--- config.mk ---
export PLATFORM = sky130hd
export DESIGN_NAME = mc_cu
export DESIGN_NICKNAME = d
export VERILOG_FILES = /design/src/rtl/mc_cu.sv
export SDC_FILE = /design/constraint.sdc
export NUM_CORES = 1
export LEC_CHECK = 0
export BUFFER_PORTS_ARGS = -buffer_cell sky130_fd_sc_hd__buf_2
export CAP_MARGIN = 20
export CORE_MARGIN = 2
export CORE_UTILIZATION = 45
export DETAILED_ROUTE_END_ITERATION = 8
export GPL_ROUTABILITY_DRIVEN = 0
export PLACE_DENSITY = 0.72
export SYNTH_ARGS = -nofsm -noshare
export SYNTH_HDL_FRONTEND = slang
export SYNTH_SLANG_ARGS = --single-unit
--- constraint.sdc ---
create_clock -name clk -period 1.5 [get_ports clk]
set_input_delay 0.3 -clock clk [delete_from_list [all_inputs] [get_ports clk]]
set_output_delay 0.3 -clock clk [all_outputs]
set_load 0.05 [all_outputs]
--- src/rtl/mc_cu.sv ---
// Multi-cycle RV32I control unit: sequences fetch/decode/execute/mem/write-back
// over a shared memory port and raises sticky trap causes for bad encodings or bus stalls.
module mc_cu #(
    parameter int MEM_TIMEOUT = 0,
    parameter int CNT_W       = 8
) (
    input  logic       clk,
    input  logic       rst,
    input  logic [6:0] opcode,
    input  logic [2:0] funct3,
    input  logic       mem_ready,
    output logic       imem_req,
    output logic       dmem_req,
    output logic       ir_write,
    output logic       pc_write,
    output logic [1:0] alu_op,
    output logic       alu_src,
    output logic       branch,
    output logic       jump,
    output logic [1:0] mem_out_sel,
    output logic [2:0] mem_read,
    output logic [1:0] mem_write,
    output logic       reg_write,
    output logic [2:0] state,
    output logic       illegal_instr,
    output logic       bus_err
);

    typedef enum logic [2:0] {
        S_IDLE    = 3'd0,
        S_FETCH   = 3'd1,
        S_DECODE  = 3'd2,
        S_EXECUTE = 3'd3,
        S_MEM     = 3'd4,
        S_WB      = 3'd5,
        S_TRAP    = 3'd6
    } state_t;

    typedef struct packed {
        logic [1:0] alu_op;
        logic       alu_src;
        logic [1:0] mem_out_sel;
        logic       reg_write;
        logic       jump;
        logic       branch;
        logic [2:0] mem_read;
        logic [1:0] mem_write;
    } flags_t;

    localparam logic [6:0] OPC_LUI    = 7'b0110111;
    localparam logic [6:0] OPC_AUIPC  = 7'b0010111;
    localparam logic [6:0] OPC_JAL    = 7'b1101111;
    localparam logic [6:0] OPC_JALR   = 7'b1100111;
    localparam logic [6:0] OPC_OPIMM  = 7'b0010011;
    localparam logic [6:0] OPC_OP     = 7'b0110011;
    localparam logic [6:0] OPC_LOAD   = 7'b0000011;
    localparam logic [6:0] OPC_STORE  = 7'b0100011;
    localparam logic [6:0] OPC_BRANCH = 7'b1100011;
    localparam logic [6:0] OPC_FENCE  = 7'b0001111;

    localparam bit             TO_EN   = (MEM_TIMEOUT > 0);
    localparam logic [CNT_W-1:0] TO_LAST = TO_EN ? CNT_W'(MEM_TIMEOUT - 1) : '0;

    state_t           state_q;
    state_t           state_next;
    flags_t           flags_q;
    flags_t           dec;
    logic             dec_illegal;
    logic [CNT_W-1:0] wait_cnt;
    logic             timeout_hit;
    logic             set_illegal;
    logic             set_bus_err;
    logic             is_load;
    logic             is_store;
    logic             is_cond_branch;

    // Memory handshake: a request (imem_req/dmem_req) is held every cycle the
    // FSM sits in FETCH/MEM; the cycle mem_ready=1 completes the transfer and the
    // FSM leaves that state on the following edge. There is no back-pressure on
    // the control side; mem_ready is the sole completion signal.

    always_comb begin
        dec         = '0;
        dec_illegal = 1'b0;
        case (opcode)
            OPC_LUI: begin
                dec.alu_op = 2'b00; dec.alu_src = 1'b1; dec.mem_out_sel = 2'b11; dec.reg_write = 1'b1;
            end
            OPC_AUIPC: begin
                dec.alu_op = 2'b10; dec.alu_src = 1'b1; dec.mem_out_sel = 2'b00; dec.reg_write = 1'b1;
            end
            OPC_JAL: begin
                dec.alu_op = 2'b10; dec.alu_src = 1'b1; dec.mem_out_sel = 2'b10; dec.reg_write = 1'b1;
                dec.jump   = 1'b1;
            end
            OPC_JALR: begin
                dec.alu_op = 2'b10; dec.alu_src = 1'b1; dec.mem_out_sel = 2'b10; dec.reg_write = 1'b1;
                dec.jump   = 1'b1;  dec.branch  = 1'b1;
            end
            OPC_OPIMM: begin
                dec.alu_op = 2'b11; dec.alu_src = 1'b1; dec.mem_out_sel = 2'b00; dec.reg_write = 1'b1;
            end
            OPC_OP: begin
                dec.alu_op = 2'b11; dec.alu_src = 1'b0; dec.mem_out_sel = 2'b00; dec.reg_write = 1'b1;
            end
            OPC_LOAD: begin
                dec.alu_op = 2'b10; dec.alu_src = 1'b1; dec.mem_out_sel = 2'b01; dec.reg_write = 1'b1;
                case (funct3)
                    3'b000:  dec.mem_read = 3'b100;
                    3'b001:  dec.mem_read = 3'b010;
                    3'b010:  dec.mem_read = 3'b001;
                    3'b100:  dec.mem_read = 3'b101;
                    3'b101:  dec.mem_read = 3'b011;
                    default: dec_illegal  = 1'b1;
                endcase
            end
            OPC_STORE: begin
                dec.alu_op = 2'b10; dec.alu_src = 1'b1;
                case (funct3)
                    3'b000:  dec.mem_write = 2'b11;
                    3'b001:  dec.mem_write = 2'b10;
                    3'b010:  dec.mem_write = 2'b01;
                    default: dec_illegal   = 1'b1;
                endcase
            end
            OPC_BRANCH: begin
                dec.alu_op = 2'b01; dec.alu_src = 1'b0; dec.branch = 1'b1;
                if (funct3 == 3'b010 || funct3 == 3'b011) begin
                    dec_illegal = 1'b1;
                end
            end
            OPC_FENCE: begin
                dec = '0;
            end
            default: dec_illegal = 1'b1;
        endcase
    end

    assign is_load        = |flags_q.mem_read;
    assign is_store       = |flags_q.mem_write;
    assign is_cond_branch = flags_q.branch & ~flags_q.jump;
    // The MEM_TIMEOUT-th waiting cycle is the one where the counter reads MEM_TIMEOUT-1.
    assign timeout_hit    = TO_EN && (wait_cnt == TO_LAST) && !mem_ready;

    always_comb begin
        state_next  = state_q;
        imem_req    = 1'b0;
        dmem_req    = 1'b0;
        ir_write    = 1'b0;
        pc_write    = 1'b0;
        alu_op      = 2'b00;
        alu_src     = 1'b0;
        branch      = 1'b0;
        jump        = 1'b0;
        mem_out_sel = 2'b00;
        mem_read    = 3'b000;
        mem_write   = 2'b00;
        reg_write   = 1'b0;
        set_illegal = 1'b0;
        set_bus_err = 1'b0;
        case (state_q)
            S_IDLE: state_next = S_FETCH;
            S_FETCH: begin
                imem_req = 1'b1;
                if (mem_ready) begin
                    ir_write   = 1'b1;
                    state_next = S_DECODE;
                end else if (timeout_hit) begin
                    set_bus_err = 1'b1;
                    state_next  = S_TRAP;
                end
            end
            S_DECODE: begin
                if (dec_illegal) begin
                    set_illegal = 1'b1;
                    state_next  = S_TRAP;
                end else begin
                    state_next  = S_EXECUTE;
                end
            end
            S_EXECUTE: begin
                alu_op  = flags_q.alu_op;
                alu_src = flags_q.alu_src;
                branch  = flags_q.branch;
                jump    = flags_q.jump;
                if (is_cond_branch) begin
                    pc_write   = 1'b1;
                    state_next = S_FETCH;
                end else if (is_load || is_store) begin
                    state_next = S_MEM;
                end else begin
                    state_next = S_WB;
                end
            end
            S_MEM: begin
                dmem_req  = 1'b1;
                alu_op    = flags_q.alu_op;
                alu_src   = flags_q.alu_src;
                branch    = flags_q.branch;
                jump      = flags_q.jump;
                mem_read  = flags_q.mem_read;
                mem_write = flags_q.mem_write;
                if (mem_ready) begin
                    if (is_store) begin
                        pc_write   = 1'b1;
                        state_next = S_FETCH;
                    end else begin
                        state_next = S_WB;
                    end
                end else if (timeout_hit) begin
                    set_bus_err = 1'b1;
                    state_next  = S_TRAP;
                end
            end
            S_WB: begin
                alu_op      = flags_q.alu_op;
                alu_src     = flags_q.alu_src;
                branch      = flags_q.branch;
                jump        = flags_q.jump;
                mem_out_sel = flags_q.mem_out_sel;
                reg_write   = flags_q.reg_write;
                pc_write    = 1'b1;
                state_next  = S_FETCH;
            end
            S_TRAP:  state_next = S_TRAP;
            default: state_next = S_IDLE;
        endcase
    end

    always_ff @(posedge clk or posedge rst) begin
        if (rst) begin
            state_q <= S_IDLE;
        end else begin
            state_q <= state_next;
        end
    end

    always_ff @(posedge clk or posedge rst) begin
        if (rst) begin
            flags_q <= '0;
        end else if (state_q == S_DECODE) begin
            flags_q <= dec_illegal ? '0 : dec;
        end
    end

    // Counter restarts whenever a FETCH or MEM phase begins and saturates at all-ones.
    always_ff @(posedge clk or posedge rst) begin
        if (rst) begin
            wait_cnt <= '0;
        end else if ((state_next == S_FETCH || state_next == S_MEM) && state_next != state_q) begin
            wait_cnt <= '0;
        end else if ((state_q == S_FETCH || state_q == S_MEM) && !mem_ready && !(&wait_cnt)) begin
            wait_cnt <= wait_cnt + 1'b1;
        end
    end

    always_ff @(posedge clk or posedge rst) begin
        if (rst) begin
            illegal_instr <= 1'b0;
            bus_err       <= 1'b0;
        end else begin
            if (set_illegal) illegal_instr <= 1'b1;
            if (set_bus_err) bus_err       <= 1'b1;
        end
    end

    assign state = state_q;

endmodule

==> impl_metrics.json <==
{
  "leakagePower_nw": 0.866,
  "violations": "setup timing",
  "drive_gt1_frac": 0.561,
  "start_kind": "flop",
  "clkSlewWorstSetupHoldPaths_ps": 100,
  "critical_path_class": "reg2out",
  "synth_nets": 145,
  "power_frac_comb": 0.677,
  "setup_viol": 17,
  "portBuffers": 33,
  "cts_tree": "built",
  "synth_edf_count": 0,
  "grt_pass1_vias": 1241,
  "initial_core_util": 0.462,
  "rsz0062_at_grt": "true",
  "peakVddDrop_mv": 1.58,
  "crit_chain": "nor2_1, buf_4, and3_4, buf_8",
  "clock_path_buffers": 2,
  "die_h_um": 53.7,
  "grt_first_pass_wirelength_um": 5410,
  "fp.coreArea_um2": 2410,
  "wl_met1_um": 1400,
  "vias_per_cell": 5.67,
  "setup_ws_ps": -210,
  "diodes": 0,
  "ys_types": 40,
  "netlist_instances": 132,
  "hold_class": "in2reg",
  "wl_met2_um": 2020,
  "synth_flop_cell": "dfrtp_1",
  "drc": 0,
  "drt-initial-drc-count": 36,
  "wl_met3_um": 110,
  "fin_worst_skew_ps": 4.40,
  "layout.cells.non_filler": 226,
  "synth.cell_area_um2": 1110,
  "netlist_top_cells_area": "dfrtp_1 38%, nand2_1 5.1%, and3_1 4.5%, o21ai_0 4.0%, and2_1 3.4%",
  "firstDrtPassIters": 4,
  "io_pins": 35,
  "num_rows": 18,
  "intPower_w": 0.00170,
  "worstPathRequired_ps": 1200,
  "power.share.switching": 0.480,
  "synth.most_common_cell": "dfrtp_1",
  "synth_common_cells": "17 x dfrtp_1, 15 x nand2_1, 9 x o21ai_0",
  "min_period_ps": 1710,
  "dieWidth_um": 53.7,
  "wirelength_um": 3610,
  "track_usage": 0.262,
  "ys_ff_latch": 17,
  "status": "finished with violations",
  "fmax_ghz": 0.585,
  "dieArea_um2": 2890,
  "antenna_found_initial": 0,
  "yosysTopAreaCell": "dfrtp_1",
  "cts.htree.levels": 1,
  "slew_violations": 0,
  "fin_nets": 210,
  "areaGrowthSynthToFinish_pct": 71.4,
  "cpMaxStageDelayCell": "dfrtp_2",
  "yosysTopAreaCellShare": 0.382,
  "endpoint_kind": "output port",
  "place_inst": 215,
  "worstPathMaxFanout": 8,
  "cts_buffers": 3,
  "wl_per_cell_um": 16.0,
  "cp_data_arrival_time_ps": 1410,
  "hold_violations": 0,
  "cp_slowest_stage_delay_ps": 470,
  "gr-total-overflow": 0,
  "finalCritPeriodShare": 1.14,
  "top_layer_used": "met4",
  "crit_family": "flip-flops",
  "power.density_nw_per_um2": 1720,
  "synth_seq_area_share": 0.382,
  "grt_max_degree": 22,
  "p_seq_frac": 0.248,
  "clock_sinks": 17,
  "cts_root_buf": "clkbuf_4",
  "utilization": 0.791,
  "switching_power_w": 0.00157,
  "dpl.hpwl_um": 2420,
  "vias": 1282,
  "yosys_warnings": 0,
  "ant_nets": 0,
  "power_frac_clock": 0.075,
  "syn_area_per_cell_um2": 8.43,
  "cp.buffers_inverters": 2,
  "clk_latency_ps": 300,
  "maxCapViolCount": 0,
  "synthArstFlopShare": 1.00
}
[metal layers]
layer,track usage,vias up
met5,0,-
met4,0.128,0
met2,0.520,48
met1,0.273,616
li1,-,611
met3,0.0111,7
[layout by cell type (no fill, tap or decap), drive strengths merged, types with 2 or more instances in the layout]
cell type,n
a21oi,5
nor2b,2
a21o,2
nand3,2
nor3,7
o31ai,7
o21ai,12
mux2,2
buf,66
nand2,15
a22o,4
nor3b,2
dfrtp,17
and2,6
clkbuf,4
and3,8
nand2b,2
nor2,7
inv,6
[through the flow]
step	hold slack (ps)	setup slack, ps	TNS [ps]	power, W	cell area (um2)
2_1_floorplan	226	-410	-2780	0.00197	1240
3_3_place_gp	312	-195	-1390	0.00236	1570
3_5_place_dp	315	-225	-1560	0.00241	1570
4_1_cts	220	-161	-2510	0.00312	1840
5_1_grt	217	-260	-4000	0.00345	1910
6_report	228	-210	-3000	0.00328	1910
[worst paths after layout]
kind	from	endpoint	slack (ps)	depth (start not counted)
setup / recovery	state[1]	reg_write	-210	4
min in group asynchronous	rst	flags_q[9]	550	4
hold reg to reg	flags_q[10]	flags_q[10]	490	2
max in group asynchronous	rst	state[0]	750	4
hold / removal	funct3[1]	flags_q[1]	230	2
setup reg to reg	flags_q[0]	state[0]	30	6
[sequential cells by signal (all words and copies together), names as in the netlist]
| name | cells |
|---|---|
| flags_q | 13 |
| illegal_instr | 1 |
| state | 3 |
[power by group through the flow]
stage / clock [W] / combinational [W] / sequential, W
floorplan: 0 / 0.00106 / 0.000918
global placement: 0 / 0.00159 / 0.000770
detailed placement: 0 / 0.00163 / 0.000783
CTS: 0.000249 / 0.00207 / 0.000796
global route: 0.000268 / 0.00236 / 0.000827
finish: 0.000245 / 0.00222 / 0.000814
[what timing repair did]
item,CTS,global route
resized for setup,55,14
hold buffers,1,0
endpoints found under the setup margin,17,23
pin swaps,8,4
buffers inserted,4,2
endpoints found under the hold margin,17,0
[final cells by class]
class	count	area (um2)
tap	30	37.5
fill	156	503
clock buffer	3	22.5
sequential	17	429
timing repair buffer	68	598
clock inverter	1	5.00
multi-input combinational	101	787
inverter	6	27.5
[logic make-up after synthesis]
group / count (synthesis) / synth area share
AO/OA/AOI/OAI: 40 / 0.261
other: 1 / 0.00337
flip-flops: 17 / 0.382
AND/OR/NAND/NOR: 58 / 0.282
multiplexers: 2 / 0.0202
buffers and inverters: 14 / 0.0506
(Power assumes the default switching activity.)
